## src/rtl/i2c_host_bus_master_pkg.sv

```systemverilog
// Shared definitions for the I2C host register-bus master: register map,
// FSM state encoding and phase-counter sizing.
package i2c_host_pkg;

  // Register addresses of the I2C core as seen on add_bus.
  localparam logic [7:0] REG_RR   = 8'h00;
  localparam logic [7:0] REG_PRER = 8'h02;
  localparam logic [7:0] REG_CTR  = 8'h04;
  localparam logic [7:0] REG_SR   = 8'h08;
  localparam logic [7:0] REG_TO   = 8'h0A;
  localparam logic [7:0] REG_ADDR = 8'h0C;
  localparam logic [7:0] REG_DR   = 8'h0E;

  // Width of the per-phase cycle counter; phase lengths are 1..2**CNT_W-1.
  localparam int CNT_W   = 4;
  localparam int CYC_MAX = (1 << CNT_W) - 1;

  typedef logic [CNT_W-1:0] cnt_t;

  typedef enum logic [2:0] {
    IDLE = 3'd0,
    ADDR = 3'd1,
    DATA = 3'd2,
    GAP  = 3'd3,
    RESP = 3'd4
  } state_t;

  // Counter preload for a phase lasting 'cycles' clocks (counts down to 0).
  function automatic cnt_t phase_load(input int cycles);
    return cnt_t'(cycles - 1);
  endfunction

endpackage

```

## src/rtl/i2c_host_bus_master_if.sv

```systemverilog
// Command/response handshake plus the as/ds/rw register bus of the
// I2C host master. 'master' is the initiator side, 'slave' the far side
// (host sequencer plus I2C register block).
interface i2c_host_bus_master_if;
  import i2c_host_pkg::*;

  // Command channel
  logic       cmd_valid;
  logic       cmd_ready;
  logic       cmd_write;
  logic [7:0] cmd_addr;
  logic [7:0] cmd_wdata;

  // Response channel
  logic       rsp_valid;
  logic       rsp_ready;
  logic       rsp_write;
  logic [7:0] rsp_rdata;

  // Register bus towards the I2C core
  logic [7:0] add_bus;
  logic [7:0] bus_wdata;
  logic       as;
  logic       ds;
  logic       rw;
  logic [7:0] bus_rdata;

  modport master (
    input  cmd_valid, cmd_write, cmd_addr, cmd_wdata, rsp_ready, bus_rdata,
    output cmd_ready, rsp_valid, rsp_write, rsp_rdata,
    output add_bus, bus_wdata, as, ds, rw
  );

  modport slave (
    output cmd_valid, cmd_write, cmd_addr, cmd_wdata, rsp_ready, bus_rdata,
    input  cmd_ready, rsp_valid, rsp_write, rsp_rdata,
    input  add_bus, bus_wdata, as, ds, rw
  );

endinterface

```

## src/rtl/i2c_host_bus_master.sv

```systemverilog
// I2C host register-bus master: turns single-beat valid/ready commands into
// ADDR (as) -> DATA (as+ds) -> GAP (idle) strobe sequences and returns a
// valid/ready response carrying the captured read byte.
// Optional build macro I2C_HOST_IRQ_STATUS_EN: a rising edge on irq makes the
// master fetch SR by itself and present it on irq_status/irq_status_valid.
module i2c_host_bus_master
  import i2c_host_pkg::*;
#(
  parameter int ADDR_CYC = 2,
  parameter int DATA_CYC = 4,
  parameter int GAP_CYC  = 2
) (
  input  logic                  clk,
  input  logic                  rst,
  i2c_host_bus_master_if.master bus,
  input  logic                  irq,
  output logic                  busy
`ifdef I2C_HOST_IRQ_STATUS_EN
  ,
  output logic [7:0]            irq_status,
  output logic                  irq_status_valid
`endif
);

  // Phase lengths must fit the counter and be non-zero.
  if ((ADDR_CYC < 1) || (ADDR_CYC > CYC_MAX)) begin : g_bad_addr_cyc
    $error("ADDR_CYC must be in 1..15");
  end
  if ((DATA_CYC < 1) || (DATA_CYC > CYC_MAX)) begin : g_bad_data_cyc
    $error("DATA_CYC must be in 1..15");
  end
  if ((GAP_CYC < 1) || (GAP_CYC > CYC_MAX)) begin : g_bad_gap_cyc
    $error("GAP_CYC must be in 1..15");
  end

  state_t     state_q, state_d;
  cnt_t       cnt_q, cnt_d;
  logic [7:0] addr_q, wdata_q, rdata_q;
  logic       write_q;

  logic       accept;     // host command taken this cycle
  logic       start_int;  // internal SR read starts this cycle
  logic       capture;    // last DATA cycle: sample bus_rdata
  logic       int_go;     // internal read requested while IDLE
  logic       int_q;      // current access is the internal SR read

  // State register and phase counter.
  // NOTE: sequential state uses non-blocking assignments so every register
  // samples pre-edge values regardless of block ordering.
  always_ff @(posedge clk) begin
    if (rst) begin
      state_q <= IDLE;
      cnt_q   <= '0;
    end else begin
      state_q <= state_d;
      cnt_q   <= cnt_d;
    end
  end

  // Next-state, counter and strobe decode.
  // NOTE: every signal gets a default first so no path leaves it unassigned,
  // which would otherwise infer a latch.
  always_comb begin
    state_d       = state_q;
    cnt_d         = cnt_q;
    accept        = 1'b0;
    start_int     = 1'b0;
    capture       = 1'b0;
    bus.cmd_ready = 1'b0;
    bus.as        = 1'b0;
    bus.ds        = 1'b0;
    bus.rw        = 1'b0;
    bus.rsp_valid = 1'b0;
    case (state_q)
      IDLE: begin
        bus.cmd_ready = !int_go;
        if (int_go) begin
          start_int = 1'b1;
          state_d   = ADDR;
          cnt_d     = phase_load(ADDR_CYC);
        end else if (bus.cmd_valid) begin
          accept  = 1'b1;
          state_d = ADDR;
          cnt_d   = phase_load(ADDR_CYC);
        end
      end
      ADDR: begin
        bus.as = 1'b1;
        bus.rw = write_q;
        if (cnt_q == '0) begin
          state_d = DATA;
          cnt_d   = phase_load(DATA_CYC);
        end else begin
          cnt_d = cnt_q - cnt_t'(1);
        end
      end
      DATA: begin
        bus.as = 1'b1;
        bus.ds = 1'b1;
        bus.rw = write_q;
        if (cnt_q == '0) begin
          capture = 1'b1;
          state_d = GAP;
          cnt_d   = phase_load(GAP_CYC);
        end else begin
          cnt_d = cnt_q - cnt_t'(1);
        end
      end
      GAP: begin
        if (cnt_q == '0) begin
          state_d = int_q ? IDLE : RESP;
        end else begin
          cnt_d = cnt_q - cnt_t'(1);
        end
      end
      RESP: begin
        bus.rsp_valid = 1'b1;
        if (bus.rsp_ready) state_d = IDLE;
      end
      default: begin
        state_d = IDLE;
        cnt_d   = '0;
      end
    endcase
  end

  // Latched command fields and the read-data capture register.
  always_ff @(posedge clk) begin
    if (rst) begin
      addr_q  <= '0;
      wdata_q <= '0;
      write_q <= 1'b0;
      rdata_q <= '0;
    end else begin
      if (accept) begin
        addr_q  <= bus.cmd_addr;
        wdata_q <= bus.cmd_wdata;
        write_q <= bus.cmd_write;
        if (bus.cmd_write) rdata_q <= '0;
      end
      if (start_int) begin
        addr_q  <= REG_SR;
        write_q <= 1'b0;
      end
      if (capture && !write_q && !int_q) rdata_q <= bus.bus_rdata;
    end
  end

  assign bus.add_bus   = addr_q;
  assign bus.bus_wdata = wdata_q;
  assign bus.rsp_write = write_q;
  assign bus.rsp_rdata = rdata_q;
  assign busy          = (state_q != IDLE);

`ifdef I2C_HOST_IRQ_STATUS_EN
  logic       irq_q, pend_q;
  logic [7:0] sr_cap_q;
  logic       int_done;

  assign int_go   = pend_q;
  assign int_done = int_q && (state_q == GAP) && (cnt_q == '0);

  // irq edge detection, internal-read bookkeeping and status publication.
  always_ff @(posedge clk) begin
    if (rst) begin
      irq_q            <= 1'b0;
      pend_q           <= 1'b0;
      int_q            <= 1'b0;
      sr_cap_q         <= '0;
      irq_status       <= '0;
      irq_status_valid <= 1'b0;
    end else begin
      irq_q            <= irq;
      irq_status_valid <= 1'b0;
      if (start_int) int_q <= 1'b1;
      if (capture && int_q) sr_cap_q <= bus.bus_rdata;
      if (int_done) begin
        int_q            <= 1'b0;
        pend_q           <= 1'b0;
        irq_status       <= sr_cap_q;
        irq_status_valid <= 1'b1;
      end
      // A fresh edge arriving during the internal read re-arms the request.
      if (irq && !irq_q) pend_q <= 1'b1;
    end
  end
`else
  logic unused_irq;
  assign unused_irq = irq;
  assign int_go     = 1'b0;
  assign int_q      = 1'b0;
`endif

endmodule

```

## src/flat_wrapper.sv

```systemverilog
// flat-port wrapper written by rule: the top's interface ports become plain ports
module i2c_host_bus_master_flat import i2c_host_pkg::*;
#(
  parameter int ADDR_CYC = 2,
  parameter int DATA_CYC = 4,
  parameter int GAP_CYC  = 2
)
  (clk, rst, irq, busy, bus_cmd_valid, bus_cmd_write, bus_cmd_addr, bus_cmd_wdata, bus_rsp_ready, bus_bus_rdata, bus_cmd_ready, bus_rsp_valid, bus_rsp_write, bus_rsp_rdata, bus_add_bus, bus_bus_wdata, bus_as, bus_ds, bus_rw);
  i2c_host_bus_master_if bus_i ();
  input  logic clk;
  input  logic rst;
  input  logic irq;
  output logic busy;
  input wire logic [$bits(bus_i.cmd_valid)-1:0] bus_cmd_valid;
  input wire logic [$bits(bus_i.cmd_write)-1:0] bus_cmd_write;
  input wire logic [$bits(bus_i.cmd_addr)-1:0] bus_cmd_addr;
  input wire logic [$bits(bus_i.cmd_wdata)-1:0] bus_cmd_wdata;
  input wire logic [$bits(bus_i.rsp_ready)-1:0] bus_rsp_ready;
  input wire logic [$bits(bus_i.bus_rdata)-1:0] bus_bus_rdata;
  output wire logic [$bits(bus_i.cmd_ready)-1:0] bus_cmd_ready;
  output wire logic [$bits(bus_i.rsp_valid)-1:0] bus_rsp_valid;
  output wire logic [$bits(bus_i.rsp_write)-1:0] bus_rsp_write;
  output wire logic [$bits(bus_i.rsp_rdata)-1:0] bus_rsp_rdata;
  output wire logic [$bits(bus_i.add_bus)-1:0] bus_add_bus;
  output wire logic [$bits(bus_i.bus_wdata)-1:0] bus_bus_wdata;
  output wire logic [$bits(bus_i.as)-1:0] bus_as;
  output wire logic [$bits(bus_i.ds)-1:0] bus_ds;
  output wire logic [$bits(bus_i.rw)-1:0] bus_rw;
  assign bus_i.cmd_valid = bus_cmd_valid;
  assign bus_i.cmd_write = bus_cmd_write;
  assign bus_i.cmd_addr = bus_cmd_addr;
  assign bus_i.cmd_wdata = bus_cmd_wdata;
  assign bus_i.rsp_ready = bus_rsp_ready;
  assign bus_i.bus_rdata = bus_bus_rdata;
  assign bus_cmd_ready = bus_i.cmd_ready;
  assign bus_rsp_valid = bus_i.rsp_valid;
  assign bus_rsp_write = bus_i.rsp_write;
  assign bus_rsp_rdata = bus_i.rsp_rdata;
  assign bus_add_bus = bus_i.add_bus;
  assign bus_bus_wdata = bus_i.bus_wdata;
  assign bus_as = bus_i.as;
  assign bus_ds = bus_i.ds;
  assign bus_rw = bus_i.rw;
  i2c_host_bus_master #(.ADDR_CYC(ADDR_CYC), .DATA_CYC(DATA_CYC), .GAP_CYC(GAP_CYC)) u_core (.clk(clk), .rst(rst), .bus(bus_i), .irq(irq), .busy(busy));
endmodule
```

## config.mk

```make
export PLATFORM = sky130hd
export DESIGN_NAME = i2c_host_bus_master_flat
export DESIGN_NICKNAME = d
export VERILOG_FILES = /design/src/rtl/i2c_host_bus_master_pkg.sv /design/src/rtl/i2c_host_bus_master_if.sv /design/src/rtl/i2c_host_bus_master.sv /design/src/flat_wrapper.sv
export SDC_FILE = /design/constraint.sdc
export NUM_CORES = 1
export LEC_CHECK = 0
export BUFFER_PORTS_ARGS = -buffer_cell sky130_fd_sc_hd__buf_2
export CAP_MARGIN = 10
export CORE_UTILIZATION = 49
export CTS_BUF_LIST = sky130_fd_sc_hd__clkbuf_4
export DETAILED_ROUTE_END_ITERATION = 16
export PLACE_DENSITY = 0.82
export SYNTH_ARGS = -nofsm -noshare
export SYNTH_HDL_FRONTEND = slang
export SYNTH_SLANG_ARGS = --single-unit
```

## constraint.sdc

```tcl
create_clock -name clk -period 2.11 [get_ports clk]
set_input_delay 0.211 -clock clk [delete_from_list [all_inputs] [get_ports clk]]
set_output_delay 0.211 -clock clk [all_outputs]
set_load 0.01 [all_outputs]
```

==> run summary <==
• **status** complete, no violations
• **Max-cap violations** 0
• **worst vdd ir** 0.826 mV
• **clock-pin transition on the worst setup and hold timing paths** 0.10 ns
• **Crit Path Max Fanout** 5
• **number of clock sinks** 32
• **final period utilization** 82.5%
• **wire length of the first global-routing pass** 5.16 mm
• **required time at the endpoint of the critical path** 2.35 ns
• **instance area at placement** 1720 um2
• **std cell rows** 19
• **Initial Util** 52.1%
• **Initial DRC Count** 35
• **number of port buffers** 59
• **aggregate global-route resource usage** 20.9%
• **Die Footprint** 3150 um2
• **power after layout** 2.13 mW
• **post-synthesis sequential area ratio** 44.6%
• **relative slew slack** 61.2%
• **power per cell area** 1200 nW/um2
• **TritonCTS clock tree** done
• **fraction of synthesis flops using an asynchronous set or reset pin** 0%
• **unrepaired setup endpoints after global routing** false
• **total of warnings raised by yosys** 0
• **later-pin clock latency in the skew report** 0.32 ns
• **leading cell type in the layout, fill and taps excluded** buf_2
• **buffer count from post-CTS setup fixing** 0
• **Critical Path Sink** u_core.cnt_q[0]
• **GR Overflow Total** 0
• **least setup slack across all paths after layout** 0.369 ns
• **hold buffers post-CTS** 0
• **stages on the worst setup path** 5
• **Worst R2R Start** u_core.cnt_q[0]
• **most used flip-flop cell after synthesis** dfxtp_1
• **die outline width** 56.1 um
• **first drt pass iteration count** 4
• **r2r endpoint** u_core.cnt_q[0]
• **number of slew-limit violations in the final report** 0
• **io pins** 61
• **vias** 1315
• **net count of the mapped netlist** 191
• **number of buffers on the longest clock path** 2
• **Antenna Cells** 0
• **Post-Synthesis Cells** 159
• **standby leakage power** 0.830 nW
• **highest-count cells in the layout ignoring fill and taps** 59 x buf_2, 37 x nand2_1, 32 x dfxtp_1, 18 x a21oi_1, 8 x a22o_1
• **type of the worst setup path** reg -> reg
• **number of flops mapped to enable cells by yosys** 0
• **DRT Wirelength** 3.10 mm
• **final setup TNS** 0 ns
• **height of the chip** 56.1 um
• **data arrival time at the worst-slack endpoint** 1.98 ns
• **crit start category** flip-flop
• **buffer and inverter count on the worst path** 1
• **final setup violating endpoints** 0
• **TritonCTS buffer count** 5
• **R2R depth** 5
• **H-tree depth reported by CTS** 2
• **maximum number of pins on one net before global-route repair** 26
• **number of synthesized register bits** 32
• **category of the worst setup path capture point** flip-flop
• **initial antenna violation count** 0
• **Synth Cell Area** 1440 um2
• **root buffer cell** clkbuf_4
• **Max Clock Skew** 0.00830 ns
• **shortest period the worst path allows** 1.74 ns
• **HPWL after detailed placement** 2.22 mm
• **average wire per cell in the routed design** 12.5 um
• **delay of the slowest critical-path stage** 0.42 ns
• **CP cell instances** inv_1, ha_1, or3b_1, mux2_2, a221oi_2
• **worst slew pin tran** 0.583 ns
• **DP Worst Slack** 0.364 ns
• **Hold/Removal Path Class** in -> reg
• **post-DR vias/cell** 5.28
• **final hold slack** 0.0911 ns
• **unique cell type count in the Yosys netlist** 40
• **Avg Synthesized Cell Area** 9.03 um2
• **area grow syn2layout** 23.8%
• **Final Hold Violating Endpoints** 0
• **Max stage delay cell, worst path** or3b_1
• **maximum achievable frequency** 574 MHz
• **worst setup path startpoint** u_core.cnt_q[0]
• **vias in the first global route** 1188
• **number of remaining DRC errors** 0
• **Resized cells post-CTS** 0
• **Worst R2R Setup Slack** 0.37 ns
• **cell type group with the largest total delay on the critical path** simple AND/OR/NAND/NOR gates
• **final standard cell area without fillers** 1780 um2
• **placer's final routability congestion estimate** 0.820
• **fraction of layout cells with a size suffix above 1** 35.3%
• **count of nets left with antenna violations after detail routing** 0
• **area of the core** 2760 um2
• **Layout Nets** 249
==> sequential cells by signal, indices dropped and copies added (netlist names) <==
signal	flops
u_core.bus.add_bus	8
u_core.bus.bus_wdata	8
u_core.bus.rsp_rdata	8
u_core.bus.rsp_write	1
u_core.cnt_q	4
u_core.state_q	3
==> worst reg2reg max path: stages (launching register included) <==
cell and delay, ns:
dfxtp_1 0.35, inv_1 0.11, ha_1 0.23, or3b_1 0.42
mux2_2 0.29, a221oi_2 0.27
==> layer usage <==
metal	global-route usage, %	vias to the layer above	share of wire [%]
li1	-	667	-
met1	26.5	606	46
met2	33.3	37	48
met3	5.81	5	4.8
met4	8.71	0	1.3
met5	0	-	0
==> Yosys cell counts, types with 3 or more instances <==
cell	instances	area (um2)
nor2_1	5	18.8
dfxtp_1	32	641
nor2b_1	3	18.8
buf_6	3	33.8
a21oi_1	18	90.1
clkbuf_1	4	15.0
a22o_1	8	70.1
buf_2	3	15.0
nand2_1	37	139
inv_1	6	22.5
==> power by group <==
part / internal, mW / switching (mW) / leakage, nW / total, mW
sequential: 0.728 / 0.118 / 0.261 / 0.846
combinational: 0.413 / 0.529 / 0.540 / 0.942
clock: 0.140 / 0.203 / 0.0293 / 0.343
total: 1.28 / 0.850 / 0.830 / 2.13
==> area by class of cell <==
type	count	area, um2
fill	250	980
inverter	6	22.5
multi-input combinational	110	702
tap	31	38.8
clock inverter	2	11.3
sequential	32	641
clock buffer	6	45.0
timing repair buffer	62	318
==> how the worst min path moves through the flow <==
stage	startpoint	endpoint	slack, ns	cells past startpoint
finish	bus_bus_rdata[5]	u_core.bus.rsp_rdata[5]	0.09	2
floorplan	bus_bus_rdata[0]	u_core.bus.rsp_rdata[0]	0.34	1
detailed placement	bus_bus_rdata[5]	u_core.bus.rsp_rdata[5]	0.42	2
global placement	bus_bus_rdata[6]	u_core.bus.rsp_rdata[6]	0.42	2
global route	bus_bus_rdata[1]	u_core.bus.rsp_rdata[1]	0.08	2
CTS	bus_bus_rdata[5]	u_core.bus.rsp_rdata[5]	0.08	2
==> cells by family after synthesis <==
kind of cell    after synthesis  synth area share, %
fa+ha+maj                     2                 1.74
flops                        32                 44.6
mux                           1                0.784
simple gates                 70                 27.4
xor+xnor                      2                 1.22
compound gates               35                 17.8
buf+inv                      17                 6.53
==> through the flow <==
stage | instances | util [%]
after global routing | 249 | 64.5
after CTS | 249 | 64.5
after detailed placement | 241 | 62.4
final | 249 | 64.5
after global placement | 241 | 62.4
after floorplan | 159 | -
Power figures use the tool's default switching activity.
